--- src/rtl/dcpu16_opf_if.sv ---
// Memory read bus between the DCPU16 operand-fetch stage (master) and memory (slave).
interface dcpu16_opf_if;
  logic [15:0] ab_adr;
  logic        ab_stb;
  logic        ab_ack;
  logic [15:0] ab_dti;

  modport master (output ab_adr, output ab_stb, input ab_ack, input ab_dti);
  modport slave  (input ab_adr, input ab_stb, output ab_ack, output ab_dti);
endinterface

--- src/rtl/dcpu16_opf.sv ---
// DCPU16 operand-fetch stage: fetches instruction and next words, resolves a/b, owns PC and SP.
// Optional macro DCPU16_NBI_EN enables the non-basic JSR push/target sequence.
module dcpu16_opf #(
  parameter logic [15:0] RST_PC = 16'h0000,
  parameter logic [15:0] RST_SP = 16'h0000
) (
  input  logic        clk,
  input  logic        rst,
  dcpu16_opf_if.master ab,
  output logic [2:0]  rra,
  input  logic [15:0] rrd,
  input  logic [15:0] regO_i,
  input  logic        pc_ld,
  input  logic [15:0] pc_wd,
  output logic [3:0]  opc,
  output logic [15:0] regA,
  output logic [15:0] regB,
  output logic [2:0]  wb_sel,
  output logic [2:0]  wb_reg,
  output logic [15:0] wb_adr,
  output logic        opv,
  input  logic        opr,
  output logic [15:0] pc,
  output logic [15:0] sp
);

  typedef enum logic [1:0] {ST_FETCH, ST_OPA, ST_OPB, ST_ISSUE} state_e;
  typedef enum logic [1:0] {PH_DEC, PH_NW, PH_MEM} phase_e;

  localparam logic [2:0] WB_REG  = 3'd0;
  localparam logic [2:0] WB_MEM  = 3'd1;
  localparam logic [2:0] WB_SP   = 3'd2;
  localparam logic [2:0] WB_PC   = 3'd3;
  localparam logic [2:0] WB_O    = 3'd4;
  localparam logic [2:0] WB_DISC = 3'd5;

  state_e      state_q, state_d;
  phase_e      ph_q, ph_d;
  logic [15:0] ir_q, ir_d, pc_q, pc_d, sp_q, sp_d, adr_q, adr_d;
  logic        stb_q, stb_d, opv_q, opv_d;
  logic [2:0]  rra_q, rra_d, wbsel_q, wbsel_d, wbreg_q, wbreg_d;
  logic [3:0]  opc_q, opc_d;
  logic [15:0] rega_q, rega_d, regb_q, regb_d, wbadr_q, wbadr_d;

  logic [5:0]  f_s;
  logic        ack_s, done_s, jsr_s;
  logic [15:0] val_s, adr_s, jsp_s;
  logic [2:0]  sel_s;

  // State and output registers
  always_ff @(posedge clk) begin
    if (rst) begin
      state_q <= ST_FETCH;  ph_q <= PH_DEC;     ir_q <= 16'h0000;
      pc_q    <= RST_PC;    sp_q <= RST_SP;     adr_q <= 16'h0000;
      stb_q   <= 1'b0;      opv_q <= 1'b0;      rra_q <= 3'd0;
      opc_q   <= 4'h0;      rega_q <= 16'h0000; regb_q <= 16'h0000;
      wbsel_q <= 3'd0;      wbreg_q <= 3'd0;    wbadr_q <= 16'h0000;
    end else begin
      state_q <= state_d;   ph_q <= ph_d;       ir_q <= ir_d;
      pc_q    <= pc_d;      sp_q <= sp_d;       adr_q <= adr_d;
      stb_q   <= stb_d;     opv_q <= opv_d;     rra_q <= rra_d;
      opc_q   <= opc_d;     rega_q <= rega_d;   regb_q <= regb_d;
      wbsel_q <= wbsel_d;   wbreg_q <= wbreg_d; wbadr_q <= wbadr_d;
    end
  end

  // Next-state: fetch, per-field operand resolution and issue handshake
  always_comb begin
    state_d = state_q;  ph_d = ph_q;       ir_d = ir_q;     pc_d = pc_q;
    sp_d    = sp_q;     stb_d = stb_q;     adr_d = adr_q;   rra_d = rra_q;
    opc_d   = opc_q;    rega_d = rega_q;   regb_d = regb_q; opv_d = opv_q;
    wbsel_d = wbsel_q;  wbreg_d = wbreg_q; wbadr_d = wbadr_q;
    f_s    = (state_q == ST_OPB) ? ir_q[15:10] : ir_q[9:4];
    ack_s  = ab.ab_ack & stb_q;
    val_s  = 16'h0000;
    adr_s  = 16'h0000;
    sel_s  = WB_DISC;
    done_s = 1'b0;
    jsp_s  = 16'h0000;
`ifdef DCPU16_NBI_EN
    jsr_s  = (ir_q[3:0] == 4'h0) && (ir_q[9:4] == 6'h01);
`else
    jsr_s  = 1'b0;
`endif
    case (state_q)
      ST_FETCH: begin
        if (!stb_q) begin
          stb_d = 1'b1;
          adr_d = pc_ld ? pc_wd : pc_q;
        end else if (ack_s) begin
          stb_d   = 1'b0;
          ir_d    = ab.ab_dti;
          pc_d    = pc_q + 16'd1;
          rra_d   = ab.ab_dti[6:4];
          ph_d    = PH_DEC;
          state_d = ST_OPA;
        end else begin
          stb_d = 1'b1;
        end
      end
      ST_OPA, ST_OPB: begin
        if ((state_q == ST_OPA) && jsr_s) begin
          rra_d   = ir_q[12:10];
          state_d = ST_OPB;
        end else begin
          case (ph_q)
            PH_DEC: begin
              if (f_s < 6'h08) begin
                val_s = rrd; sel_s = WB_REG; done_s = 1'b1;
              end else if (f_s < 6'h10) begin
                stb_d = 1'b1; adr_d = rrd; ph_d = PH_MEM;
              end else if ((f_s < 6'h18) || (f_s == 6'h1e) || (f_s == 6'h1f)) begin
                stb_d = 1'b1; adr_d = pc_q; ph_d = PH_NW;
              end else if (f_s >= 6'h20) begin
                val_s = {11'h000, f_s[4:0]}; sel_s = WB_DISC; done_s = 1'b1;
              end else begin
                case (f_s)
                  6'h18, 6'h19: begin stb_d = 1'b1; adr_d = sp_q; ph_d = PH_MEM; end
                  6'h1a: begin
                    sp_d = sp_q - 16'd1;
                    // A push destination needs only its address, never the old contents.
                    if (state_q == ST_OPA) begin
                      adr_s = sp_q - 16'd1; sel_s = WB_MEM; done_s = 1'b1;
                    end else begin
                      stb_d = 1'b1; adr_d = sp_q - 16'd1; ph_d = PH_MEM;
                    end
                  end
                  6'h1b:   begin val_s = sp_q;   sel_s = WB_SP; done_s = 1'b1; end
                  6'h1c:   begin val_s = pc_q;   sel_s = WB_PC; done_s = 1'b1; end
                  6'h1d:   begin val_s = regO_i; sel_s = WB_O;  done_s = 1'b1; end
                  default: done_s = 1'b0;
                endcase
              end
            end
            PH_NW: begin
              if (ack_s) begin
                pc_d = pc_q + 16'd1;
                if (f_s == 6'h1f) begin
                  stb_d = 1'b0; val_s = ab.ab_dti; sel_s = WB_DISC; done_s = 1'b1;
                end else begin
                  adr_d = (f_s == 6'h1e) ? ab.ab_dti : (ab.ab_dti + rrd);
                  ph_d  = PH_MEM;
                end
              end else begin
                stb_d = 1'b1;
              end
            end
            PH_MEM: begin
              if (ack_s) begin
                stb_d = 1'b0; val_s = ab.ab_dti; sel_s = WB_MEM; adr_s = adr_q; done_s = 1'b1;
                sp_d  = (f_s == 6'h18) ? (sp_q + 16'd1) : sp_q;
              end else begin
                stb_d = 1'b1;
              end
            end
            default: ph_d = PH_DEC;
          endcase
        end
        if (done_s) begin
          ph_d = PH_DEC;
          if (state_q == ST_OPA) begin
            rega_d  = val_s;   wbsel_d = sel_s;  wbreg_d = f_s[2:0];
            wbadr_d = adr_s;   rra_d = ir_q[12:10];
            state_d = ST_OPB;
          end else begin
            regb_d  = val_s;   opc_d = ir_q[3:0];
            opv_d   = 1'b1;    state_d = ST_ISSUE;
            if (jsr_s) begin
              jsp_s   = sp_d - 16'd1;
              sp_d    = jsp_s;  rega_d = jsp_s;
              wbsel_d = WB_MEM; wbadr_d = jsp_s;
            end else if (ir_q[3:0] == 4'h0) begin
              wbsel_d = WB_DISC;
            end else begin
              wbsel_d = wbsel_q;
            end
          end
        end else begin
          ph_d = ph_d;
        end
      end
      ST_ISSUE: begin
        if (opr) begin
          opv_d = 1'b0; state_d = ST_FETCH;
        end else begin
          opv_d = 1'b1;
        end
      end
      default: state_d = ST_FETCH;
    endcase
    if (pc_ld) begin
      pc_d = pc_wd;
    end else begin
      pc_d = pc_d;
    end
  end

  assign ab.ab_adr = adr_q;
  assign ab.ab_stb = stb_q;
  assign rra    = rra_q;
  assign opc    = opc_q;
  assign regA   = rega_q;
  assign regB   = regb_q;
  assign wb_sel = wbsel_q;
  assign wb_reg = wbreg_q;
  assign wb_adr = wbadr_q;
  assign opv    = opv_q;
  assign pc     = pc_q;
  assign sp     = sp_q;

endmodule

--- src/flat_wrapper.sv ---
// flat-port wrapper written by rule: the top's interface ports become plain ports
module dcpu16_opf_flat 
#(
  parameter logic [15:0] RST_PC = 16'h0000,
  parameter logic [15:0] RST_SP = 16'h0000
)
  (clk, rst, rra, rrd, regO_i, pc_ld, pc_wd, opc, regA, regB, wb_sel, wb_reg, wb_adr, opv, opr, pc, sp, ab_ab_adr, ab_ab_stb, ab_ab_ack, ab_ab_dti);
  dcpu16_opf_if ab_i ();
  input  logic clk;
  input  logic rst;
  output logic [2:0] rra;
  input  logic [15:0] rrd;
  input  logic [15:0] regO_i;
  input  logic pc_ld;
  input  logic [15:0] pc_wd;
  output logic [3:0] opc;
  output logic [15:0] regA;
  output logic [15:0] regB;
  output logic [2:0] wb_sel;
  output logic [2:0] wb_reg;
  output logic [15:0] wb_adr;
  output logic opv;
  input  logic opr;
  output logic [15:0] pc;
  output logic [15:0] sp;
  output wire logic [$bits(ab_i.ab_adr)-1:0] ab_ab_adr;
  output wire logic [$bits(ab_i.ab_stb)-1:0] ab_ab_stb;
  input wire logic [$bits(ab_i.ab_ack)-1:0] ab_ab_ack;
  input wire logic [$bits(ab_i.ab_dti)-1:0] ab_ab_dti;
  assign ab_ab_adr = ab_i.ab_adr;
  assign ab_ab_stb = ab_i.ab_stb;
  assign ab_i.ab_ack = ab_ab_ack;
  assign ab_i.ab_dti = ab_ab_dti;
  dcpu16_opf #(.RST_PC(RST_PC), .RST_SP(RST_SP)) u_core (.clk(clk), .rst(rst), .ab(ab_i), .rra(rra), .rrd(rrd), .regO_i(regO_i), .pc_ld(pc_ld), .pc_wd(pc_wd), .opc(opc), .regA(regA), .regB(regB), .wb_sel(wb_sel), .wb_reg(wb_reg), .wb_adr(wb_adr), .opv(opv), .opr(opr), .pc(pc), .sp(sp));
endmodule
--- config.mk ---
export PLATFORM = sky130hd
export DESIGN_NAME = dcpu16_opf_flat
export DESIGN_NICKNAME = d
export VERILOG_FILES = /design/src/rtl/dcpu16_opf_if.sv /design/src/rtl/dcpu16_opf.sv /design/src/flat_wrapper.sv
export SDC_FILE = /design/constraint.sdc
export NUM_CORES = 1
export LEC_CHECK = 0
export CAP_MARGIN = 0
export CORE_UTILIZATION = 30
export DETAILED_ROUTE_END_ITERATION = 16
export DONT_BUFFER_PORTS = 1
export MAX_ROUTING_LAYER = met4
export RECOVER_POWER = 25
export SETUP_SLACK_MARGIN = 0.5
export SYNTH_ARGS = -nofsm -noshare
export SYNTH_HDL_FRONTEND = slang
export SYNTH_SLANG_ARGS = --single-unit
--- constraint.sdc ---
create_clock -name clk -period 6.9 [get_ports clk]
set_input_delay 0.69 -clock clk [delete_from_list [all_inputs] [get_ports clk]]
set_output_delay 0.69 -clock clk [all_outputs]
set_load 0.1 [all_outputs]
# Word-level counts from Yosys, hierarchy flattened
# Cells that the tools add are included.
# word_totals
register_bits	131
output_inout_bits	111
inputBits	69
word_cells	197
# op_classes
muxes	102
add_sub_neg	4
order_cmp	4
eq_ne	45
reduce_logical	25
n_bitwise	2
# ops
op	count
16-bit two-way mux	34
16-bit one-hot mux with 2 select lines	6
16-bit one-hot mux with 3 select lines	2
6-bit by 5-bit equality test with 1-bit output, second input constant	8
3-bit two-way mux	11
16-bit by 1-bit adder with 16-bit output, second input constant	2
2-bit two-way mux	14
1-bit two-way mux	21
6-bit by 4-bit != test with 1-bit output, second input constant	3
3-bit AND reduction	6
9-bit AND reduction	2
16-bit adder	1
4-bit != test, second input constant	4
16-bit by 1-bit subtractor with 16-bit output, second input constant	1
2-bit by 1-bit != test with 1-bit output, second input constant	7
2-bit != test, second input constant	7
7-bit by 4-bit != test with 1-bit output, second input constant	2
6-bit by 5-bit < comparator with 1-bit output, second input constant	2
3-bit != test, second input constant	4
2-bit one-hot mux with 3 select lines	2
3-bit one-hot mux with 2 select lines	2
3-bit one-hot mux with 4 select lines	1
10-bit AND reduction	1
3-bit by 2-bit != test with 1-bit output, second input constant	3
22 further kinds	36

# Logic depth before layout (Yosys ltp)
# Gate-level depths: netlist (run 1).
# depth
word_depth	13
mapped_depth	13

# Worst setup path after synthesis (run 1)
# Ideal clock, no wire load.
# synth_timing
path_kind	register to register
startpoint	register u_core.stb_q (netlist: u_core.ab.ab_stb)
endpoint	register u_core.pc_q[5] (netlist: u_core.pc[5])
n_path_buf	1
path_slack_ns	3.927
stages_incl_launch_ff	9
required_ns	6.772
setup_time_ns	0.128
synth_period_minus_slack_ns	2.973
arrival_ns	2.845
cell_sequence	dfxtp_1 -> nand2_1 -> nor3_1 -> and4_1 -> clkbuf_1 -> nand3_1 -> xnor2_1 -> a21boi_0 -> nor2_1
# synth_via
elab_chain_cells	5
elab_cells_between_ends	8
cone_classes	1 x eq/ne; 5 x mux; 1 x bitwise; 1 x reduce/logical
# synth_lines
element	line	text
start: declaration	dcpu16_opf.sv:40	logic stb_q, stb_d, opv_q, opv_d;
start signal: assignment	dcpu16_opf.sv:61	stb_q <= stb_d; opv_q <= opv_d; rra_q <= rra_d;
1-bit bitwise AND	dcpu16_opf.sv:74	ack_s = ab.ab_ack & stb_q;
16-bit two-way mux	-	
16-bit two-way mux (on tied branches)	-	
16-bit one-hot mux with 2 select lines	-	
16-bit two-way mux	-	
end signal: assignment	dcpu16_opf.sv:60	pc_q <= pc_d; sp_q <= sp_d; adr_q <= adr_d;
end: declaration	dcpu16_opf.sv:39	logic [15:0] ir_q, ir_d, pc_q, pc_d, sp_q, sp_d, adr_q, adr_d;
# Parallel ways exist; a longest one is shown, timed or not. The select of a mux whose other input is x is not followed.
# A chain may end at the register's enable or synchronous reset.

# Worst setup path after layout (run 1)
# layout_timing
startpoint	register u_core.state_q[0]
endpoint	register u_core.regb_q[6] (netlist: u_core.regB[6])
# layout_via
elab_chain_cells	12
elab_cells_between_ends	37
cone_classes	4 x order compare; 8 x eq/ne; 19 x mux; 1 x bitwise; 5 x reduce/logical
# layout_lines
element	line	text
start: declaration	dcpu16_opf.sv:37	state_e state_q, state_d;
start signal: assignment	dcpu16_opf.sv:59	state_q <= state_d; ph_q <= ph_d; ir_q <= ir_d;
2-bit equality test	dcpu16_opf.sv:73, dcpu16_opf.sv:85	
6-bit two-way mux	dcpu16_opf.sv:73	f_s = (state_q == ST_OPB) ? ir_q[15:10] : ir_q[9:4];
6-bit by 5-bit equality test with 1-bit output	dcpu16_opf.sv:117	case (f_s)
3-bit OR reduction (no line)	-	
1-bit one-hot mux with 2 select lines	dcpu16_opf.sv:117	
1-bit two-way mux	dcpu16_opf.sv:114	end else if (f_s >= 6'h20) begin
1-bit two-way mux	dcpu16_opf.sv:112	end else if ((f_s < 6'h18) || (f_s == 6'h1e) || (f_s == 6'h1f)) begin
1-bit two-way mux	dcpu16_opf.sv:110	end else if (f_s < 6'h10) begin
1-bit two-way mux	dcpu16_opf.sv:108	if (f_s < 6'h08) begin
1-bit one-hot mux with 3 select lines	dcpu16_opf.sv:106	case (ph_q)
1-bit two-way mux	dcpu16_opf.sv:85	case (state_q)
3-bit AND reduction (no line)	-	
end signal: assignment	dcpu16_opf.sv:62	opc_q <= opc_d; rega_q <= rega_d; regb_q <= regb_d;
end: declaration	dcpu16_opf.sv:43	logic [15:0] rega_q, rega_d, regb_q, regb_d, wbadr_q, wbadr_d;
# Parallel ways exist; a longest one is shown, timed or not. The select of a mux whose other input is x is not followed.

==> key figures, run 1 <==
Status
  – Status: complete, but fails checks
  – Failing checks: max-capacitance violations, max-slew violations

Clocking
  – Setup repair bufs after CTS: 0
  – Clock transition at path regs: ~0.060 ns
  – Insertion delay to the later sink of the worst-skew pair: between 0.4 and 0.5 ns
  – Post-CTS sizing: 0
  – Root buf cell: clkbuf_16
  – CTS Buffer Depth: 2
  – Cts hold-fix bufs: 0
  – Clk sinks: roughly 130
  – Inserted Clock Buffers: 17
  – H-tree Lvls: 4
  – TritonCTS clock tree: built

Cells and area
  – Nets: ~1.2k
  – Area occupied by multi-input gates: 5652 µm²
  – Finished Layout Cells: between 1k and 1.5k
  – Sequential cell area: about 2600 µm²
  – Filler instances: ~3.0k
  – Share of layout cells above drive strength 1: 0.06049
  – Area Growth Syn to Fin: 10.44%

Synthesis
  – Dominant cell type by area after synthesis: dfxtp_1
  – Average instance area after synthesis: roughly 8 µm²
  – YS warnings: 0
  – Flops & latches, synth: 131
  – Synth area leaders: dfxtp_1, mux2i_1, nor2_1, nand2_1, a21oi_1
  – Number of flops mapped to enable cells by yosys: 0
  – Most frequent cells after synthesis: dfxtp_1, nor2_1, nand2_1
  – Syn Std Cell Area: ~8700 µm²
  – Sequential share of the synthesized area: 0.3005
  – Main flop type after synthesis: dfxtp_1
  – Post-synth top area share: 0.3005
  – Synth Instances: ~1.1k
  – Count leader, synth: dfxtp_1
  – Asr flop ratio synth: 0
  – Distinct cells, synth: 73
  – Post-Syn Nets: roughly 1.2k

Die
  – Die Y: about 170 µm
  – Starting Density: 0.3048
  – Die X-Extent: about 170 µm
  – # rows: between 60 and 70
  – Io pins: 180
  – Core Region: 28630 µm²
  – Die ar.: just under 30000 µm²

Critical path
  – Worst-path fanout max: 33
  – Worst Setup Start Kind: flip-flop
  – Setup Crit Path Kind: reg2reg
  – Critical path capture point type: flip-flop
  – WP data arrival: approximately 5 ns
  – WP data required: about 7.3 ns

Pwr
  – Peak VDD IR: ~0.00021 V
  – Cell Pwr Density: a little under 500 nW/µm²
  – Leakage: between 3 and 4 nW

Placement
  – Inst Count DP: roughly 1.4k
  – Final HPWL from detailed placement: about 27000 µm
  – Port Buffer Count: 0
  – RD Place Congestion: approximately 0.95

GRT
  – Largest net degree at the start of global routing: between 100 and 150
  – Overflow after GRT: 0
  – GRT Total Usage: 0.2381
  – Vias in the first global route: around 8k
  – Initial antenna violation count: 4
  – First-pass GRT wire length: around 52000 µm

Timing
  – Setup violators final: 0
  – RSZ-0062 raised after global routing: false
  – Final Hold Viols: 0
  – Worst rel slew slack: -0.2683
  – Setup TNS Final: 0 ns
  – Final Skew: about 0.011 ns
  – FMAX: about 210 MHz
  – Tmin final: ~4.7 ns
  – Max-slew violations: about 190
  – Final worst path period share: 0.6812
  – Actual slew at the worst max-slew pin: 1.903 ns

Routing
  – DRT Pass-1 Iters: 7
  – Remaining DRCs: 0
  – DR iter-0 viols: 1183
  – Post-DR wirelength/cell: approximately 24 µm
  – DR vias/cell: slightly below 6
  – Post-route ant nets: 0
  – Drt total wl: between 30000 and 40000 µm
  – Via count: 8694

Min path
  – Min-Delay Path Class: in2reg

Job
  – Max_cap viols: 21
metal layers:
layer | vias up | GRT usage | wire length (µm)
li1 | 3987 | - | -
met1 | 4099 | 0.2876 | 13820
met2 | 503 | 0.3550 | 15540
met3 | 105 | 0.09191 | 4544
met4 | 0 | 0.09115 | 1196
met5 | - | - | 0
placed cells by master (no fill, tap or decap), types with 8 or more instances in the layout:
cell / count
a211oi_1: 40
a21o_1: 8
a21oi_1: 89
a221oi_1: 13
a222oi_1: 20
a22oi_1: 17
a311oi_1: 8
a31oi_1: 9
and3_1: 8
clkbuf_1: 26
clkbuf_16: 17
dfxtp_1: 131
ha_1: 29
inv_1: 23
mux2_2: 14
mux2i_1: 47
nand2_1: 123
nand2b_1: 22
nand3_1: 19
nand3b_1: 19
nand4_1: 10
nor2_1: 124
nor2b_1: 13
nor3_1: 19
o21ai_0: 50
o22ai_1: 10
xnor2_1: 38
xor2_1: 27
final cells by class:
type                       count  area share
inverter                      25    0.009738
antenna                        4    0.001039
tap                          384     0.04986
clock buffer                  20     0.04739
sequential                   131      0.2721
clock inverter                11     0.01818
timing repair buffer          32     0.01519
multi-input combinational    872      0.5865
power breakdown:
part,leakage [nW],internal [mW],total [mW],switching [mW]
sequential,1.07,0.936,2.16,1.22
clock,0.304,0.626,1.00,0.378
combinational,2.03,0.530,1.55,1.02
critical path, stage by stage (launching register included):
cell,delay (ns)
dfxtp_1,0.36
inv_1,0.10
ha_1,0.95
nand3b_1,0.37
a221oi_1,0.68
nor2b_1,1.15
a222oi_1,0.22
a21oi_1,0.44
a21oi_1,0.12
o21ai_0,0.21
cells by family after synthesis:
kind of cell,synth area share
fa+ha+maj,0.04388
compound gates,0.2445
mux,0.07198
simple gates,0.2214
flops,0.3005
xor+xnor,0.06524
buf+inv,0.05248
metrics by stage:
| stage | util | setup slack (ns) | area, µm² | power [mW] | hold slack [ns] |
|---|---|---|---|---|---|
| 2_1_floorplan | - | 3.927 | 8726 | 3.273 | 0.4483 |
| 3_3_place_gp | 0.3176 | 2.461 | 9092 | 3.681 | 0.4550 |
| 3_5_place_dp | 0.3176 | 2.360 | 9092 | 3.699 | 0.4680 |
| 4_1_cts | 0.3397 | 2.326 | 9724 | 4.704 | 0.3194 |
| 5_1_grt | 0.3367 | 1.964 | 9637 | 4.894 | 0.3172 |
| 6_report | 0.3367 | 2.200 | 9637 | 4.712 | 0.3282 |
final timing paths:
| path | slack, ns | depth (start not counted) | endpoint | from |
|---|---|---|---|---|
| setup / recovery | 2.20 | 9 | u_core.regB[6] | u_core.state_q[0] |
| hold reg to reg | 0.47 | 2 | u_core.ir_q[3] | u_core.ir_q[3] |
| setup reg to reg | 2.20 | 9 | u_core.regB[6] | u_core.state_q[0] |
| hold / removal | 0.33 | 1 | u_core.opc[2] | rst |
Note: power is estimated with default switching activity, not from simulation.
==> run 2, diff against run 1 <==
Clock period 6.9 ns to 4.93 ns, I/O delays scaled along.
==> key figures, run 2 (synthesis results as in run 1) <==
Status
  – Status: complete, but fails checks
  – Failing checks: max-capacitance violations, max-slew violations

Pwr
  – Leakage: roughly 3.4 nW
  – Internal: around 3 mW
  – Peak VDD IR: approximately 0.00034 V
  – Cell Pwr Density: slightly below 700 nW/µm²
  – Sw frac: 0.5582
  – Comb pwr share: 0.332
  – Sequential share of power: 0.456
  – Psw: 3.698 mW
  – Power share of the clock group: 0.212

Timing
  – FMAX: about 240 MHz
  – Actual slew at the worst max-slew pin: 1.861 ns
  – Final worst path period share: 0.8540
  – Final Skew: around 0.012 ns
  – Worst rel slew slack: -0.2407
  – Setup TNS Final: 0 ns
  – Tmin final: around 4.2 ns
  – Max-slew violations: ~150
  – Final Hold Viols: 0
  – Setup violators final: 0
  – RSZ-0062 raised after global routing: false

Placement
  – RD Place Congestion: roughly 0.95
  – Final HPWL from detailed placement: 26830 µm
  – Port Buffer Count: 0

Routing
  – DRT Pass-1 Iters: 6
  – Drt total wl: ~35000 µm
  – DR vias/cell: approximately 5.9
  – Via count: 8701
  – Post-DR wirelength/cell: 23.60 µm
  – DR iter-0 viols: 896
  – Post-route ant nets: 0
  – Remaining DRCs: 0

Die
  – Die ar.: 29770 µm²
  – Die Y: between 150 and 200 µm
  – Core Region: about 29000 µm²
  – Die X-Extent: around 170 µm
  – # rows: slightly above 60
  – Starting Density: 0.3048
  – Io pins: 180

Cells and area
  – Nets: approximately 1.2k
  – Most common cell after layout, fill and taps aside: dfxtp_1
  – Core Util, Final: 0.3386
  – Area Growth Syn to Fin: 11.08%
  – Share of layout cells above drive strength 1: 0.06837
  – Filler instances: between 3k and 4k
  – Most frequent cells in the layout: dfxtp_1, nor2_1, nand2_1, a21oi_1, o21ai_0

Critical path
  – Crit-path max cell delay: between 0.8 and 0.9 ns
  – Critical-path top delay cell: and3_2
  – Delay-heaviest family, CP: compound AO/OA/AOI/OAI gates
  – Setup Crit Path Kind: reg2reg
  – Crit path buf inv count: 3
  – Critical path capture point type: flip-flop
  – Worst-path fanout max: between 40 and 50
  – Critical-path cell list: inv_1 > ha_1 > buf_4 > nor4_1 > a21o_1 > a21oi_1 > o32ai_1 > and3_2 > buf_4 > mux2i_1
  – Worst Setup Start Kind: flip-flop
  – CP dominant cell by count: buf_4
  – WP data required: ~5.3 ns
  – WP data arrival: approximately 4.6 ns

Job
  – Max_cap viols: 17

GRT
  – Vias in the first global route: around 8k
  – First-pass GRT wire length: between 50000 and 60000 µm
  – Largest net degree at the start of global routing: ~140
  – Overflow after GRT: 0
  – GRT Total Usage: 0.2369
  – Initial antenna violation count: 5

Clocking
  – TritonCTS clock tree: built
  – Insertion delay to the later sink of the worst-skew pair: roughly 0.43 ns
  – CTS Buffer Depth: 2
  – H-tree Lvls: 4
  – Root buf cell: clkbuf_16
  – Clock transition at path regs: roughly 0.060 ns
  – Inserted Clock Buffers: 17
  – Clk sinks: 131

Min path
  – Min-Delay Path Class: in2reg
run 2: cell types whose count changed in the layout (fill, tap and decap cells not counted), sizes merged:
cell / previous run / this run
buf: 7 / 14
clkbuf: 45 / 42
clkinv: 2 / 1
diode: 4 / 5
inv: 28 / 31
run 2: power by group through the flow:
stage	Clock (mW)	Combinational (mW)	Sequential (mW)
5_1_grt	1.47	2.36	3.06
6_report	1.41	2.20	3.02
3_3_place_gp	0	2.13	3.04
3_5_place_dp	0	2.14	3.05
2_1_floorplan	0	1.57	3.01
4_1_cts	1.43	2.15	3.03
run 2: timing repair:
action | CTS | global route
gates resized for setup | 0 | 1
buffers inserted | 0 | 0
hold buffers | 0 | 0
setup endpoints to repair | 0 | 4
run 2: path summary, 6_finish.rpt:
check                     from               end  slack, ns  depth (start not counted)
min                        rst  u_core.wb_reg[2]       0.14                          1
max reg2reg  u_core.state_q[0]    u_core.regA[3]       0.72                         10
max          u_core.state_q[0]    u_core.regA[3]       0.72                         10
min reg2reg     u_core.ir_q[3]    u_core.ir_q[3]       0.47                          2
run 2: layout make-up:
class / count / area, µm² / area share
multi-input cells: 872 / 5657 / 0.5836
clock inverters: 13 / 192.7 / 0.01988
clock buffers: 19 / 442.9 / 0.04570
flip-flops and latches: 131 / 2623 / 0.2706
well taps: 384 / 480.5 / 0.04957
diodes: 5 / 12.51 / 0.001291
inverters: 25 / 93.84 / 0.009681
repair buffers: 37 / 191.4 / 0.01975
run 2: layer usage:
| layer | GRT usage | wire (µm) | up-vias |
|---|---|---|---|
| li1 | - | - | 4006 |
| met1 | 0.2957 | 14110 | 4175 |
| met2 | 0.3653 | 15840 | 453 |
| met5 | - | 0 | - |
| met4 | 0.06920 | 947 | 0 |
| met3 | 0.07278 | 4165 | 67 |
run 2: through the flow:
| step | setup slack, ns | cell area [µm²] | hold WS (ns) | cells | power (mW) |
|---|---|---|---|---|---|
| detailed placement | 0.8708 | 9130 | 0.4662 | 1449 | 5.188 |
| CTS | 0.8633 | 9766 | 0.1247 | 1481 | 6.605 |
| global placement | 0.9681 | 9130 | 0.4550 | 1449 | 5.166 |
| floorplan | 1.957 | 8726 | 0.4483 | 1118 | 4.581 |
| finish | 0.7200 | 9693 | 0.1362 | 1486 | 6.625 |
| global route | 0.4241 | 9693 | 0.1173 | 1486 | 6.893 |
